### src/rtl/vga_timing_gen.sv
// 640x480@60 raster timing generator: qualifies PLL lock, then runs the
// pixel/line counters and emits registered syncs, coordinates and strobes.
module vga_timing_gen #(
  parameter int H_VISIBLE = 640,
  parameter int H_FRONT   = 16,
  parameter int H_SYNC    = 96,
  parameter int H_BACK    = 48,
  parameter int V_VISIBLE = 480,
  parameter int V_FRONT   = 10,
  parameter int V_SYNC    = 2,
  parameter int V_BACK    = 33,
  parameter bit H_POL     = 1'b0,
  parameter bit V_POL     = 1'b0,
  parameter int LOCK_WAIT = 16,
  parameter int COORD_W   = 10
) (
  input  logic               clock_i,
  input  logic               reset_i,
  input  logic               pll_locked_i,
  output logic               running_o,
  output logic               hsync_o,
  output logic               vsync_o,
  output logic               active_o,
  output logic [COORD_W-1:0] x_o,
  output logic [COORD_W-1:0] y_o,
  output logic               line_start_o,
  output logic               frame_start_o,
  output logic [7:0]         frame_count_o
);

  localparam int H_TOTAL = H_VISIBLE + H_FRONT + H_SYNC + H_BACK;
  localparam int V_TOTAL = V_VISIBLE + V_FRONT + V_SYNC + V_BACK;
  localparam int LOCK_W  = $clog2(LOCK_WAIT + 1);

  typedef logic [COORD_W-1:0] coord_t;

  localparam coord_t H_LAST     = coord_t'(H_TOTAL - 1);
  localparam coord_t V_LAST     = coord_t'(V_TOTAL - 1);
  localparam coord_t H_VIS      = coord_t'(H_VISIBLE);
  localparam coord_t V_VIS      = coord_t'(V_VISIBLE);
  localparam coord_t H_SYNC_BEG = coord_t'(H_VISIBLE + H_FRONT);
  localparam coord_t H_SYNC_END = coord_t'(H_VISIBLE + H_FRONT + H_SYNC);
  localparam coord_t V_SYNC_BEG = coord_t'(V_VISIBLE + V_FRONT);
  localparam coord_t V_SYNC_END = coord_t'(V_VISIBLE + V_FRONT + V_SYNC);

  localparam logic [LOCK_W-1:0] LOCK_LAST = LOCK_W'(LOCK_WAIT - 1);

  typedef enum logic {ST_IDLE, ST_RUN} state_t;

  state_t              state_q, state_d;
  logic [LOCK_W-1:0]   lock_cnt_q, lock_cnt_d;
  coord_t              x_q, x_d;
  coord_t              y_q, y_d;
  logic [7:0]          fc_q, fc_d;
  logic                run_q, run_d;
  logic                hsync_q, hsync_d;
  logic                vsync_q, vsync_d;
  logic                active_q, active_d;
  logic                ls_q, ls_d;
  logic                fs_q, fs_d;

  always_comb begin
    state_d    = state_q;
    lock_cnt_d = lock_cnt_q;
    x_d        = x_q;
    y_d        = y_q;
    fc_d       = fc_q;
    run_d      = 1'b0;
    case (state_q)
      ST_IDLE: begin
        x_d  = '0;
        y_d  = '0;
        fc_d = '0;
        if (!pll_locked_i) begin
          lock_cnt_d = '0;
        end else if (lock_cnt_q == LOCK_LAST) begin
          // Qualifying edge: first running cycle already shows pixel (0,0).
          state_d    = ST_RUN;
          lock_cnt_d = '0;
          run_d      = 1'b1;
        end else begin
          lock_cnt_d = lock_cnt_q + 1'b1;
        end
      end
      ST_RUN: begin
        if (!pll_locked_i) begin
          state_d    = ST_IDLE;
          lock_cnt_d = '0;
          x_d        = '0;
          y_d        = '0;
          fc_d       = '0;
        end else begin
          run_d = 1'b1;
          if (x_q == H_LAST) begin
            x_d = '0;
            if (y_q == V_LAST) begin
              y_d  = '0;
              fc_d = fc_q + 8'd1;
            end else begin
              y_d = y_q + 1'b1;
            end
          end else begin
            x_d = x_q + 1'b1;
          end
        end
      end
      default: state_d = ST_IDLE;
    endcase

    // Decode from the next coordinates so every output lines up with x/y.
    hsync_d  = (run_d && x_d >= H_SYNC_BEG && x_d < H_SYNC_END) ? H_POL : ~H_POL;
    vsync_d  = (run_d && y_d >= V_SYNC_BEG && y_d < V_SYNC_END) ? V_POL : ~V_POL;
    active_d = run_d && (x_d < H_VIS) && (y_d < V_VIS);
    ls_d     = run_d && (x_d == '0);
    fs_d     = ls_d && (y_d == '0);
  end

  always_ff @(posedge clock_i) begin
    if (reset_i) begin
      state_q    <= ST_IDLE;
      lock_cnt_q <= '0;
      x_q        <= '0;
      y_q        <= '0;
      fc_q       <= '0;
      run_q      <= 1'b0;
      hsync_q    <= ~H_POL;
      vsync_q    <= ~V_POL;
      active_q   <= 1'b0;
      ls_q       <= 1'b0;
      fs_q       <= 1'b0;
    end else begin
      state_q    <= state_d;
      lock_cnt_q <= lock_cnt_d;
      x_q        <= x_d;
      y_q        <= y_d;
      fc_q       <= fc_d;
      run_q      <= run_d;
      hsync_q    <= hsync_d;
      vsync_q    <= vsync_d;
      active_q   <= active_d;
      ls_q       <= ls_d;
      fs_q       <= fs_d;
    end
  end

  assign running_o     = run_q;
  assign hsync_o       = hsync_q;
  assign vsync_o       = vsync_q;
  assign active_o      = active_q;
  assign x_o           = x_q;
  assign y_o           = y_q;
  assign line_start_o  = ls_q;
  assign frame_start_o = fs_q;
  assign frame_count_o = fc_q;

endmodule

### config.mk
export PLATFORM = sky130hd
export DESIGN_NAME = vga_timing_gen
export DESIGN_NICKNAME = d
export VERILOG_FILES = /design/src/rtl/vga_timing_gen.sv
export SDC_FILE = /design/constraint.sdc
export NUM_CORES = 1
export LEC_CHECK = 0
export CELL_PAD_IN_SITES_DETAIL_PLACEMENT = 1
export CELL_PAD_IN_SITES_GLOBAL_PLACEMENT = 1
export CORE_AREA = 3 3 82 84
export DETAILED_ROUTE_END_ITERATION = 6
export DIE_AREA = 0 0 85 87
export GPL_ROUTABILITY_DRIVEN = 1
export PLACE_DENSITY = 0.77
export REMOVE_ABC_BUFFERS = 1
export SLEW_MARGIN = 30
export SYNTH_ARGS = -nofsm -noshare
export SYNTH_HDL_FRONTEND = slang
export SYNTH_SLANG_ARGS = --single-unit
### constraint.sdc
create_clock -name clock_i -period 1.9 [get_ports clock_i]
set_input_delay 0.38 -clock clock_i [delete_from_list [all_inputs] [get_ports clock_i]]
set_output_delay 0.38 -clock clock_i [all_outputs]
set_load 0.01 [all_outputs]
==> qor.yml <==
routing:
  drtPass1Iterations: 4
  ant_nets: 0
  drt-initial-drc-count: 76
  vias: 2179
  finalWirelength_mm: 7.018
  post-route-drc-count: 0
  wl_per_cell_um: 17.08
  post_drt_via_cell_ratio: 5.302
cells_and_area:
  insertedDiodeCount: 0
  layout-drive-gt1-share: 0.3155
  regArea_um2: 789.5
  area_growth_pct: 50.68
  final_util: 0.5328
  fill_cells: 721
  multi_input_area_um2: 1339
  fin_nets: 343
global_routing:
  grt_start_max_net_pins: 14
  gr-total-overflow: 0
  antenna_found_initial: 0
  grt_usage: 0.1885
  grt_pass1_wl_mm: 11.18
  grt_pass1_vias: 2283
placement:
  routabilityCongestion: 0.8958
  dpl.hpwl_mm: 4.933
  portBuffers: 36
synthesis:
  synth_edf_count: 0
  synth.cell_area_um2: 2118
  async_flop_share: 0
  synth_top_area_cell: "dfxtp_1"
  ys.flop_type: "dfxtp_1"
  syn_inst: 247
  ys_ff_latch: 39
  ys_warn_count: 0
  netlist_top_cells_area: "dfxtp_1, nor2_1, xor2_1"
  synth_top_area_share: 0.3686
  syn_avg_cell_area_um2: 8.576
  synth-seq-area-share: 0.3686
  ys_top_cells_by_count: "dfxtp_1, nor2_1, xor2_1, nand2_1"
  synthDistinctLibCells: 51
timing:
  fin_worst_skew_ps: 9.961
  drv_slew: 0
  rsz0062_at_grt: "true"
  timing.fmax_mhz: 501.3
  fin_crit_ps: 1995
  layout_setup_ws_ps: -94.67
  post-route-period-util: 1.050
  setup_viol: 1
  slew_headroom: 0.7399
  tightest_slew_ps: 388.3
  finalHoldViolations: 0
power_and_ir_drop:
  switchingPower_mw: 0.3429
  power_density_nw_per_um2: 489.8
  total_power_mw: 1.563
  p_clk_frac: 0.462
  power_frac_seq: 0.525
  pwr-share-comb: 0.013
  switching_share: 0.2193
  leakagePower_nw: 1.244
  intPower_mw: 1.221
  peakVddDrop_mv: 0.2814
die:
  chipWidth_um: 85
  io_pins: 37
  dieArea_um2: 7395
  dieHeight_um: 87
  coreArea_um2: 5991
  start_util: 0.3536
  fp-row-count: 28
clocking:
  cts_num_sinks: 39
  cts_hold_buf: 0
  clkTransAtPathRegs_ps: 90
  cts_buffers: 5
  ctsLongestPathBuffers: 2
  cts_tree: "done"
  root_buffer: "clkbuf_8"
  clk_latency_ps: 300
  htree_levels: 2
critical_path:
  cp_num_buf_inv: 1
  end_kind: "flip-flop"
  cp_slowest_stage_delay_ps: 460
  crit_required_ps: 2120
  crit_type: "flip-flop to flip-flop"
  path_cells: "buf_4 -> nand2_1 -> nor3_4 -> xnor2_1 -> a21oi_1 -> or4_4 -> nor4_2"
  crit_path_start_kind: "flip-flop"
  cp_slowest_cell: "or4_4"
  critical_path.max_fanout: 11
  crit_family: "simple AND/OR/NAND/NOR gates"
  critPathArrivalTime_ps: 2220
outcome:
  status: "finished with violations"
  violations: "setup timing"
worst_hold_path:
  hp-class: "flip-flop to flip-flop"
run:
  drv_cap: 0
## metrics by stage
step | setup TNS, ps | std cells | setup slack (ps) | hold slack (ps) | instance area [µm²]
after floorplan | -2870 | 232 | -294.9 | 408.7 | 2031
after global placement | -477.2 | 395 | -67.83 | 419.1 | 2888
after CTS | -47.26 | 408 | -47.26 | 442.1 | 3060
after global routing | -488.5 | 411 | -127.8 | 483.5 | 3192
after detailed placement | -1680 | 395 | -172.6 | 430.5 | 2888
final | -94.67 | 411 | -94.67 | 438.3 | 3192
## metal layers
layer	track usage	wire length (µm)	vias to the layer above
li1	-	-	1055
met1	0.2295	3007	1051
met2	0.3340	3604	55
met3	0.03027	234	18
met4	0.06906	173	0
met5	0	0	-
## registers in the layout, summed over array words and instances, names as in the netlist
name / cells
hsync_o: 1
x_o: 10
frame_count_o: 8
running_o: 1
active_o: 1
line_start_o: 1
y_o: 10
vsync_o: 1
lock_cnt_q: 5
frame_start_o: 1
## what timing repair did
| item | 4_1_cts | 5_1_grt |
|---|---|---|
| gates resized for setup | 12 | 28 |
| pin swaps | 3 | 9 |
| endpoints found under the setup margin | 25 | 24 |
| buffers inserted | 5 | 3 |
## path summary, 6_finish.rpt
kind / startpoint / to / slack, ps / cells after the start
setup / recovery: x_o[6] / frame_start_o / -90 / 7
hold / removal: lock_cnt_q[4] / lock_cnt_q[4] / 440 / 2
hold reg to reg: lock_cnt_q[4] / lock_cnt_q[4] / 440 / 2
setup reg to reg: x_o[6] / frame_start_o / -90 / 7
## placed cells by master, fill, tap and decap left out, drive strengths merged, types with 13 or more instances in the layout
cell type / instances
buf: 60
nor2: 39
xor2: 14
dfxtp: 39
clkdlybuf4s50: 36
nand2: 13
## final cells by class
| type | count | share of cell area |
|---|---|---|
| clock buffers | 5 | 0.02156 |
| flip-flops and latches | 39 | 0.2474 |
| repair buffers | 96 | 0.2603 |
| well taps | 75 | 0.02940 |
| multi-input cells | 186 | 0.4194 |
| clock inverters | 3 | 0.01372 |
| inverters | 7 | 0.008232 |
## worst reg2reg max path, cell delays in order (launching register included)
cell	delay [ps]
dfxtp_1	330
buf_4	200
nand2_1	120
nor3_4	250
xnor2_1	220
a21oi_1	140
or4_4	460
nor4_2	210
## power groups by stage
stage / Sequential (mW) / Clock [mW] / Combinational (mW)
after global placement: 0.840 / 0 / 0.0179
after floorplan: 0.840 / 0 / 0.00695
after detailed placement: 0.840 / 0 / 0.0188
after global routing: 0.821 / 0.768 / 0.0221
after CTS: 0.821 / 0.727 / 0.0189
final: 0.821 / 0.723 / 0.0200
## kinds of logic after synthesis
group | count (synthesis) | share of synthesized area
compound gates | 43 | 0.1453
mux | 4 | 0.01949
simple gates | 111 | 0.2883
fa+ha+maj | 5 | 0.02953
buf+inv | 22 | 0.05375
xor+xnor | 23 | 0.09510
flops | 39 | 0.3686
No activity file was read; power rests on OpenSTA's default activity.
